<file path="src/rtl/parallel_to_i2s.sv">
// Parallel stereo sample to I2S serializer with a one-pair holding buffer.
// Generates BIT_CK/LR_CK from CLK and shifts each slot out MSB first with a one-bit delay.
module parallel_to_i2s #(
    parameter int WIDTH     = 16,
    parameter int SLOT_BITS = 32,
    parameter int CLK_DIV   = 2
) (
    input  logic             CLK,
    input  logic             RESET,
    input  logic [WIDTH-1:0] DATA_L,
    input  logic [WIDTH-1:0] DATA_R,
    input  logic             VALID,
    output logic             READY,
    output logic             BIT_CK,
    output logic             LR_CK,
    output logic             DOUT,
    output logic             FRAME_START,
    output logic             UNDERRUN
);

    localparam int DIV_W = (CLK_DIV > 1) ? $clog2(CLK_DIV) : 1;
    localparam int B_W   = $clog2(SLOT_BITS);

    localparam logic [DIV_W-1:0] DIV_LAST = DIV_W'(CLK_DIV - 1);
    localparam logic [B_W-1:0]   B_LAST   = B_W'(SLOT_BITS - 1);
    localparam logic [B_W-1:0]   B_WIDTH  = B_W'(WIDTH);

    typedef enum logic {
        SLOT_LEFT  = 1'b0,
        SLOT_RIGHT = 1'b1
    } slot_t;

    logic [DIV_W-1:0] div_q, div_d;
    logic             bit_ck_q, bit_ck_d;
    slot_t            slot_q, slot_d;
    logic [B_W-1:0]   bit_idx_q, bit_idx_d;
    logic             dout_q, dout_d;
    logic [WIDTH-1:0] shift_q, shift_d;
    logic             buf_full_q, buf_full_d;
    logic [WIDTH-1:0] buf_l_q, buf_l_d;
    logic [WIDTH-1:0] buf_r_q, buf_r_d;
    logic [WIDTH-1:0] work_l_q, work_l_d;
    logic [WIDTH-1:0] work_r_q, work_r_d;
    logic             ready_q, ready_d;
    logic             frame_start_q, frame_start_d;
    logic             underrun_q, underrun_d;

    logic div_tc;
    logic fall;
    logic accept;
    logic frame_load;

    always_ff @(posedge CLK) begin
        if (RESET) begin
            div_q         <= '0;
            bit_ck_q      <= 1'b0;
            slot_q        <= SLOT_RIGHT;
            bit_idx_q     <= B_LAST;
            dout_q        <= 1'b0;
            shift_q       <= '0;
            buf_full_q    <= 1'b0;
            buf_l_q       <= '0;
            buf_r_q       <= '0;
            work_l_q      <= '0;
            work_r_q      <= '0;
            ready_q       <= 1'b0;
            frame_start_q <= 1'b0;
            underrun_q    <= 1'b0;
        end else begin
            div_q         <= div_d;
            bit_ck_q      <= bit_ck_d;
            slot_q        <= slot_d;
            bit_idx_q     <= bit_idx_d;
            dout_q        <= dout_d;
            shift_q       <= shift_d;
            buf_full_q    <= buf_full_d;
            buf_l_q       <= buf_l_d;
            buf_r_q       <= buf_r_d;
            work_l_q      <= work_l_d;
            work_r_q      <= work_r_d;
            ready_q       <= ready_d;
            frame_start_q <= frame_start_d;
            underrun_q    <= underrun_d;
        end
    end

    always_comb begin
        div_d         = div_q;
        bit_ck_d      = bit_ck_q;
        slot_d        = slot_q;
        bit_idx_d     = bit_idx_q;
        dout_d        = dout_q;
        shift_d       = shift_q;
        buf_full_d    = buf_full_q;
        buf_l_d       = buf_l_q;
        buf_r_d       = buf_r_q;
        work_l_d      = work_l_q;
        work_r_d      = work_r_q;
        frame_start_d = 1'b0;
        underrun_d    = 1'b0;

        div_tc     = (div_q == DIV_LAST);
        fall       = div_tc && bit_ck_q;
        accept     = VALID && ready_q;
        frame_load = fall && (bit_idx_q == B_LAST) && (slot_q == SLOT_RIGHT);

        if (div_tc) begin
            div_d    = '0;
            bit_ck_d = ~bit_ck_q;
        end else begin
            div_d    = div_q + DIV_W'(1);
        end

        // The working pair only changes at a frame load; mid-frame offers go to the buffer.
        if (frame_load) begin
            frame_start_d = 1'b1;
            if (buf_full_q) begin
                work_l_d   = buf_l_q;
                work_r_d   = buf_r_q;
                buf_full_d = 1'b0;
            end else if (accept) begin
                work_l_d   = DATA_L;
                work_r_d   = DATA_R;
            end else begin
                work_l_d   = '0;
                work_r_d   = '0;
                underrun_d = 1'b1;
            end
        end else if (accept) begin
            buf_l_d    = DATA_L;
            buf_r_d    = DATA_R;
            buf_full_d = 1'b1;
        end

        ready_d = ~buf_full_d;

        // Index 0 of each slot is the I2S delay bit; the slot word is staged into the shifter there.
        if (fall) begin
            if (bit_idx_q == B_LAST) begin
                bit_idx_d = '0;
                dout_d    = 1'b0;
                if (slot_q == SLOT_RIGHT) begin
                    slot_d  = SLOT_LEFT;
                    shift_d = work_l_d;
                end else begin
                    slot_d  = SLOT_RIGHT;
                    shift_d = work_r_q;
                end
            end else begin
                bit_idx_d = bit_idx_q + B_W'(1);
                if (bit_idx_d <= B_WIDTH) begin
                    dout_d  = shift_q[WIDTH-1];
                    shift_d = shift_q << 1;
                end else begin
                    dout_d  = 1'b0;
                end
            end
        end
    end

    assign READY       = ready_q;
    assign BIT_CK      = bit_ck_q;
    assign LR_CK       = slot_q;
    assign DOUT        = dout_q;
    assign FRAME_START = frame_start_q;
    assign UNDERRUN    = underrun_q;

endmodule

</file>
<file path="config.mk">
export PLATFORM = sky130hd
export DESIGN_NAME = parallel_to_i2s
export DESIGN_NICKNAME = d
export VERILOG_FILES = /design/src/rtl/parallel_to_i2s.sv
export SDC_FILE = /design/constraint.sdc
export NUM_CORES = 1
export LEC_CHECK = 0
export CORE_UTILIZATION = 60
export DETAILED_ROUTE_END_ITERATION = 8
export GPL_ROUTABILITY_DRIVEN = 1
export HOLD_SLACK_MARGIN = 0.12
export PLACE_DENSITY = 0.81
export SLEW_MARGIN = 20
export SYNTH_ARGS = -nofsm -noshare
export SYNTH_HDL_FRONTEND = slang
export SYNTH_SLANG_ARGS = --single-unit
</file>
<file path="constraint.sdc">
create_clock -name CLK -period 3.13 [get_ports CLK]
set_clock_uncertainty 0.05 [all_clocks]
set_input_delay 0.626 -clock CLK [delete_from_list [all_inputs] [get_ports CLK]]
set_output_delay 0.626 -clock CLK [all_outputs]
set_load 0.005 [all_outputs]
</file>
==> Word level (Yosys, flattened, before mapping) <==
Cells that the tools add are included.
{ "op_classes": {"addsub": 2, "order_cmp": 1, "n_eq_ne": 1, "muxes": 16, "n_bitwise": 3, "reduce_logical": 10} }
{ "op_table": {"columns": ["cell", "count"], "rows": [
  ["16-bit two-way mux", 8],
  ["1-bit two-way mux", 7],
  ["2-bit AND reduction", 3],
  ["5-bit by 1-bit adder with 5-bit output, second input constant", 1],
  ["5-bit equality test, second input constant", 1],
  ["5-bit less-or-equal comparator, second input constant", 1],
  ["5-bit two-way mux", 1],
  ["1-bit logical AND", 4],
  ["1-bit inverter", 3],
  ["3-bit OR reduction", 1],
  ["2-bit nonzero test", 1],
  ["2-bit OR reduction", 1],
  ["1-bit adder, second input constant", 1]
]} }
{ "word_totals": {"regBits": 93, "inputBits": 35} }

==> Logic depth before layout (Yosys ltp) <==
{ "depth": {"ltp_word": 6, "depth_mapped": 9, "ltp_nobuf": 8} }

==> Worst setup path after synthesis <==
No wires, ideal clock.
{ "synth_timing": {"kind": "register -> register", "from": "reg bit_idx_q[0]", "to": "reg shift_q[14]", "setup_ps": 70, "arrival_time_ps": 1950, "required_ps": 3010, "setup_slack_ps": 1061, "stages_incl_launch_ff": 10, "path_buffers": 1, "synth_period_minus_slack_ps": 2069, "path_cell_list": "dfxtp_1 ha_1 and3_1 ha_1 clkbuf_1 o21ai_0 a21oi_1 a21oi_1 or3_1 a21oi_1"} }
{ "synth_via": {"elab_chain_len": 6, "elab_cells_between_ends": 10, "classes_between": "add/sub: 1; order compare: 1; eq/ne: 1; mux: 3; reduce/logical: 4"} }
{ "synth_rtl": {"columns": ["element", "line_no", "text"], "rows": [
  ["from (decl)", "36", "logic [B_W-1:0] bit_idx_q, bit_idx_d;"],
  ["from (signal assigned)", "73", "bit_idx_q <= bit_idx_d;"],
  ["parallel branches: the longest is 6 deep, another holds 5-bit by 1-bit adder with 5-bit output", null, null],
  ["to (signal assigned)", "75", "shift_q <= shift_d;"],
  ["to (decl)", "38", "logic [WIDTH-1:0] shift_q, shift_d;"]
]} }
Several ways; the timed one is not identified.
A chain may end at the register's enable or synchronous reset.

==> Final worst setup path <==
{ "layout_timing": {"from": "reg bit_idx_q[0]", "to": "reg buf_r_q[15]"} }
{ "layout_via": {"elab_chain_len": 5} }
{ "layout_rtl": {"columns": ["element", "line_no", "text"], "rows": [
  ["5-bit equality test", "105", "frame_load = fall && (bit_idx_q == B_LAST) && (slot_q == SLOT_RIGHT);"],
  ["1-bit logical AND (2 in a row)", "105", null],
  ["1-bit inverter (no line)", null, null],
  ["2-bit AND reduction (no line)", null, null],
  ["to (signal assigned)", "78", "buf_r_q <= buf_r_d;"],
  ["to (decl)", "41", "logic [WIDTH-1:0] buf_r_q, buf_r_d;"]
]} }
No other way between the ends.

==> results.txt <==
Entering global routing, the biggest net connects 60 pins. The worst-case IR drop observed on VDD is 0.000487 V. Via count of the first global-routing pass: 3133.

Summed over all failing endpoints, the final setup total negative slack is 0 ps. The run finished with clean final reports. After detailed routing, the number of remaining DRC violations is 0. The critical path data required time was 3380 ps; the via-per-instance ratio was 6.03. Synthesis produced 484 cells.

Global routing finished with a remaining overflow of 0. After clock tree synthesis, the flow added hold-fix buffers numbering 0. In this run the worst path has a maximum fanout of 32. Type of the worst setup path: flop to flop. The tools report the unique cell type count in the Yosys netlist as 34. The tools report the endpoint kind of the worst setup timing path as a flop.

Row generation in the floorplan step produced 28 rows. The number of nets still failing antenna checks after routing came out at 0. Relative area change from synthesis to final layout: 16.4%. TritonCTS built the clock tree. The die outline width is 82.4 um, and the area share of the largest cell type after synthesis is 47.5%.

The number of cells on the worst reg-to-reg path is 8. The tools report the origin of the critical flop-to-flop path as bit_idx_q[0]. The reg-to-reg critical path endpoint was buf_r_q[15]. For this configuration, the core starts out at a cell density of 63.9%. The internal cell power was 1.96 mW; the minimum period implied by the final worst setup slack was 2640 ps. The total cell area at the placement stage is 4250 um^2. The tightest min-delay check is of the flop to flop type.

After the last flow step, the layout net total stands at 541. The clock passes through at most 2 buffers. The count of pins over their slew limit was 0. Summed over all nets, the half-perimeter wirelength after detailed placement is 5.77 mm. In this run, synthesis inferred 0 flip-flops with an integrated enable. The primary flip-flop cell chosen by synthesis mapping is sky130_fd_sc_hd__dfxtp_1. Summed over all cells, the static leakage comes to 1.58 nW. The beginning of the critical path was bit_idx_q[0]. Number of top-level design ports: 41. The repair_antennas step left the layout with diodes totalling 0. The initial antenna violation count is 0, and the number of I/O port buffers is 40. The startpoint class of the critical path is a flop. For this design the total switching power over the nets is 0.699 mW. The final number of hold-violating endpoints came out at 0. Yosys printed 0 warnings. Setup repair after global routing left no endpoint under its margin. The clock net sink count is 92.

Measured along the y axis, the die boundary spans 82.4 um. Measured against its own limit, the worst slew margin works out to 47.5%. By area the synthesized netlist is led by sky130_fd_sc_hd__dfxtp_1, sky130_fd_sc_hd__a21oi_1, sky130_fd_sc_hd__nand2_1. The first-pass GRT wire length is 15.1 mm, and the share of synthesized flip-flops with an asynchronous set or reset is 0%.

The tools report the number of vias in the routed layout as 3521. Power spread over the standard cell area amounts to 590 nW/um^2. The switching share of power works out to 26.3%.

Cells fill 74.4% of the core in the end. Combinational logic is responsible for 14.8% of the overall power. Data on the critical path arrives at its endpoint at 2890 ps. After clock tree synthesis, the clock-pin slew on the worst setup and hold paths is 90 ps. The post-synthesis sequential element count is 92, and the wire length after detailed routing is 9.47 mm. The later pin in the worst-skew pair is clocked with a latency of 370 ps. The portion of total power attributed to the clock network came out at 37.6%. The placer's final routability congestion estimate is 0.813, and the placeable core region is 6060 um^2. The clock tree synthesis step divided the H-tree into 3 levels. Of the synthesized area, sequential elements account for 47.5%. Dividing the detail-routed wire length by the instance count gives 16.2 um. After routing the design area is 4510 um^2. The logs give 6780 um^2 for the area enclosed by the die boundary and 9 for the TritonCTS buffer count.

Sequential cells account for 47.6% of the total power. The setup fix buffers added after clock tree synthesis is 0. Max-cap violations in this run came to 0. In this run the most critical hold path is launched from DOUT. For the post-cts resize count, the log shows 0. The global-route total usage across every layer was 29.6%; the portion of the clock cycle consumed by the worst path in the final layout was 84.5%.

The initial DRC count was 298; the transition time at the pin with the least slew margin was 785 ps. Summed over all instances, the cell type with the most area after synthesis is sky130_fd_sc_hd__dfxtp_1. Ratio of cells with drive above 1 in the final layout: 7.27%. For the register-to-register setup slack, the log shows 490 ps. Setup violations remaining at the end of the flow were counted as 0. The number of stages on the worst hold path is 2. Derived from the worst setup path, the maximum achievable clock frequency is 0.378 GHz. Detailed-router iteration count before antenna repair: 5. The number of nets in the synthesized netlist is 521. The clock root buffer was sky130_fd_sc_hd__clkbuf_8.

Following the worst setup path forward leads to its endpoint at buf_r_q[15]. The cell area after synthesis was 3870 um^2; the per-instance average area after synthesis was 8.01 um^2. Fill cells in the final layout number 479.
-- logic make-up (layout without fill, tap and decap cells) --
logic type	count (synthesis)	count (layout)	synth area share, %
simple gates	189	189	21.7
compound gates	154	154	23.8
flops	92	92	47.5
buf+inv	46	71	6.07
fa+ha+maj	2	2	0.646
xor+xnor	1	1	0.226
-- cells in the mapped netlist, types with 3 or more instances --
cell                        n
sky130_fd_sc_hd__buf_2     17
sky130_fd_sc_hd__buf_6      4
sky130_fd_sc_hd__a221oi_1  31
sky130_fd_sc_hd__a21oi_1   96
sky130_fd_sc_hd__dfxtp_1   92
sky130_fd_sc_hd__o21ai_0   17
sky130_fd_sc_hd__buf_4      3
sky130_fd_sc_hd__or3_1     15
sky130_fd_sc_hd__nor3_1    33
sky130_fd_sc_hd__nor2_1    40
sky130_fd_sc_hd__clkbuf_1  21
sky130_fd_sc_hd__nand2_1   87
-- critical path: stages, from the launching register on --
cell	delay, ps
sky130_fd_sc_hd__dfxtp_1	430
sky130_fd_sc_hd__ha_1	230
sky130_fd_sc_hd__and3_1	170
sky130_fd_sc_hd__ha_1	370
sky130_fd_sc_hd__nand3_2	490
sky130_fd_sc_hd__nand3_2	220
sky130_fd_sc_hd__buf_4	360
sky130_fd_sc_hd__nand2_1	100
sky130_fd_sc_hd__a21oi_1	170
-- metal layers --
layer	wire [um]	track usage [%]	up-vias
met5	0	0	-
met4	162	12.6	0
met3	451	5.71	16
met2	4410	45.2	106
met1	4450	40.5	1645
li1	-	-	1754
-- per-stage QoR --
stage / cells / power (mW) / worst slack [ps] / hold slack, ps
2_1_floorplan: 484 / 1.55 / 1060 / 382
3_3_place_gp: 568 / 1.67 / 626 / 391
3_5_place_dp: 568 / 1.68 / 508 / 394
4_1_cts: 584 / 2.66 / 484 / 405
5_1_grt: 584 / 2.76 / 291 / 425
6_report: 584 / 2.66 / 485 / 404
-- state kept, by name (all words and copies together) (netlist names) --
register,count
buf_l_q,16
buf_r_q,16
shift_q,16
work_r_q,16
work_l_q,15
bit_idx_q,5
BIT_CK,1
DOUT,1
FRAME_START,1
LR_CK,1
READY,1
UNDERRUN,1
buf_full_q,1
div_q,1
-- layout make-up --
class	instances	area [um^2]	share of cell area, %
flip-flops and latches	92	1840	40.8
multi-input cells	346	1800	39.9
repair buffers	54	513	11.4
clock buffers	11	151	3.36
clock inverters	5	108	2.39
well taps	75	93.8	2.08
inverters	1	3.75	0.0832
-- power groups by stage --
stage          logic, mW  registers [mW]  clock network, mW
2_1_floorplan      0.269            1.28                  0
3_3_place_gp       0.379            1.29                  0
3_5_place_dp       0.388            1.29                  0
4_1_cts            0.390            1.26               1.00
5_1_grt            0.436            1.27               1.05
6_report           0.394            1.27              0.999
-- placed cells by master, fill, tap and decap left out, drive strengths merged, types with 3 or more instances in the layout --
master / count
clkdlybuf4s50: 39
bufinv: 3
buf: 15
clkbuf: 11
nand2: 87
nor2: 42
dfxtp: 92
or3: 15
clkinv: 3
a21oi: 96
nand3: 3
nor3: 33
a221oi: 31
o21ai: 18
-- how the worst min path moves through the flow --
stage             endpoint  slack, ps
4_1_cts         shift_q[3]        410
6_report              DOUT        400
3_3_place_gp    shift_q[8]        390
3_5_place_dp    shift_q[8]        390
2_1_floorplan  shift_q[15]        380
5_1_grt        shift_q[13]        430
Note: power is estimated with default switching activity, not from simulation.
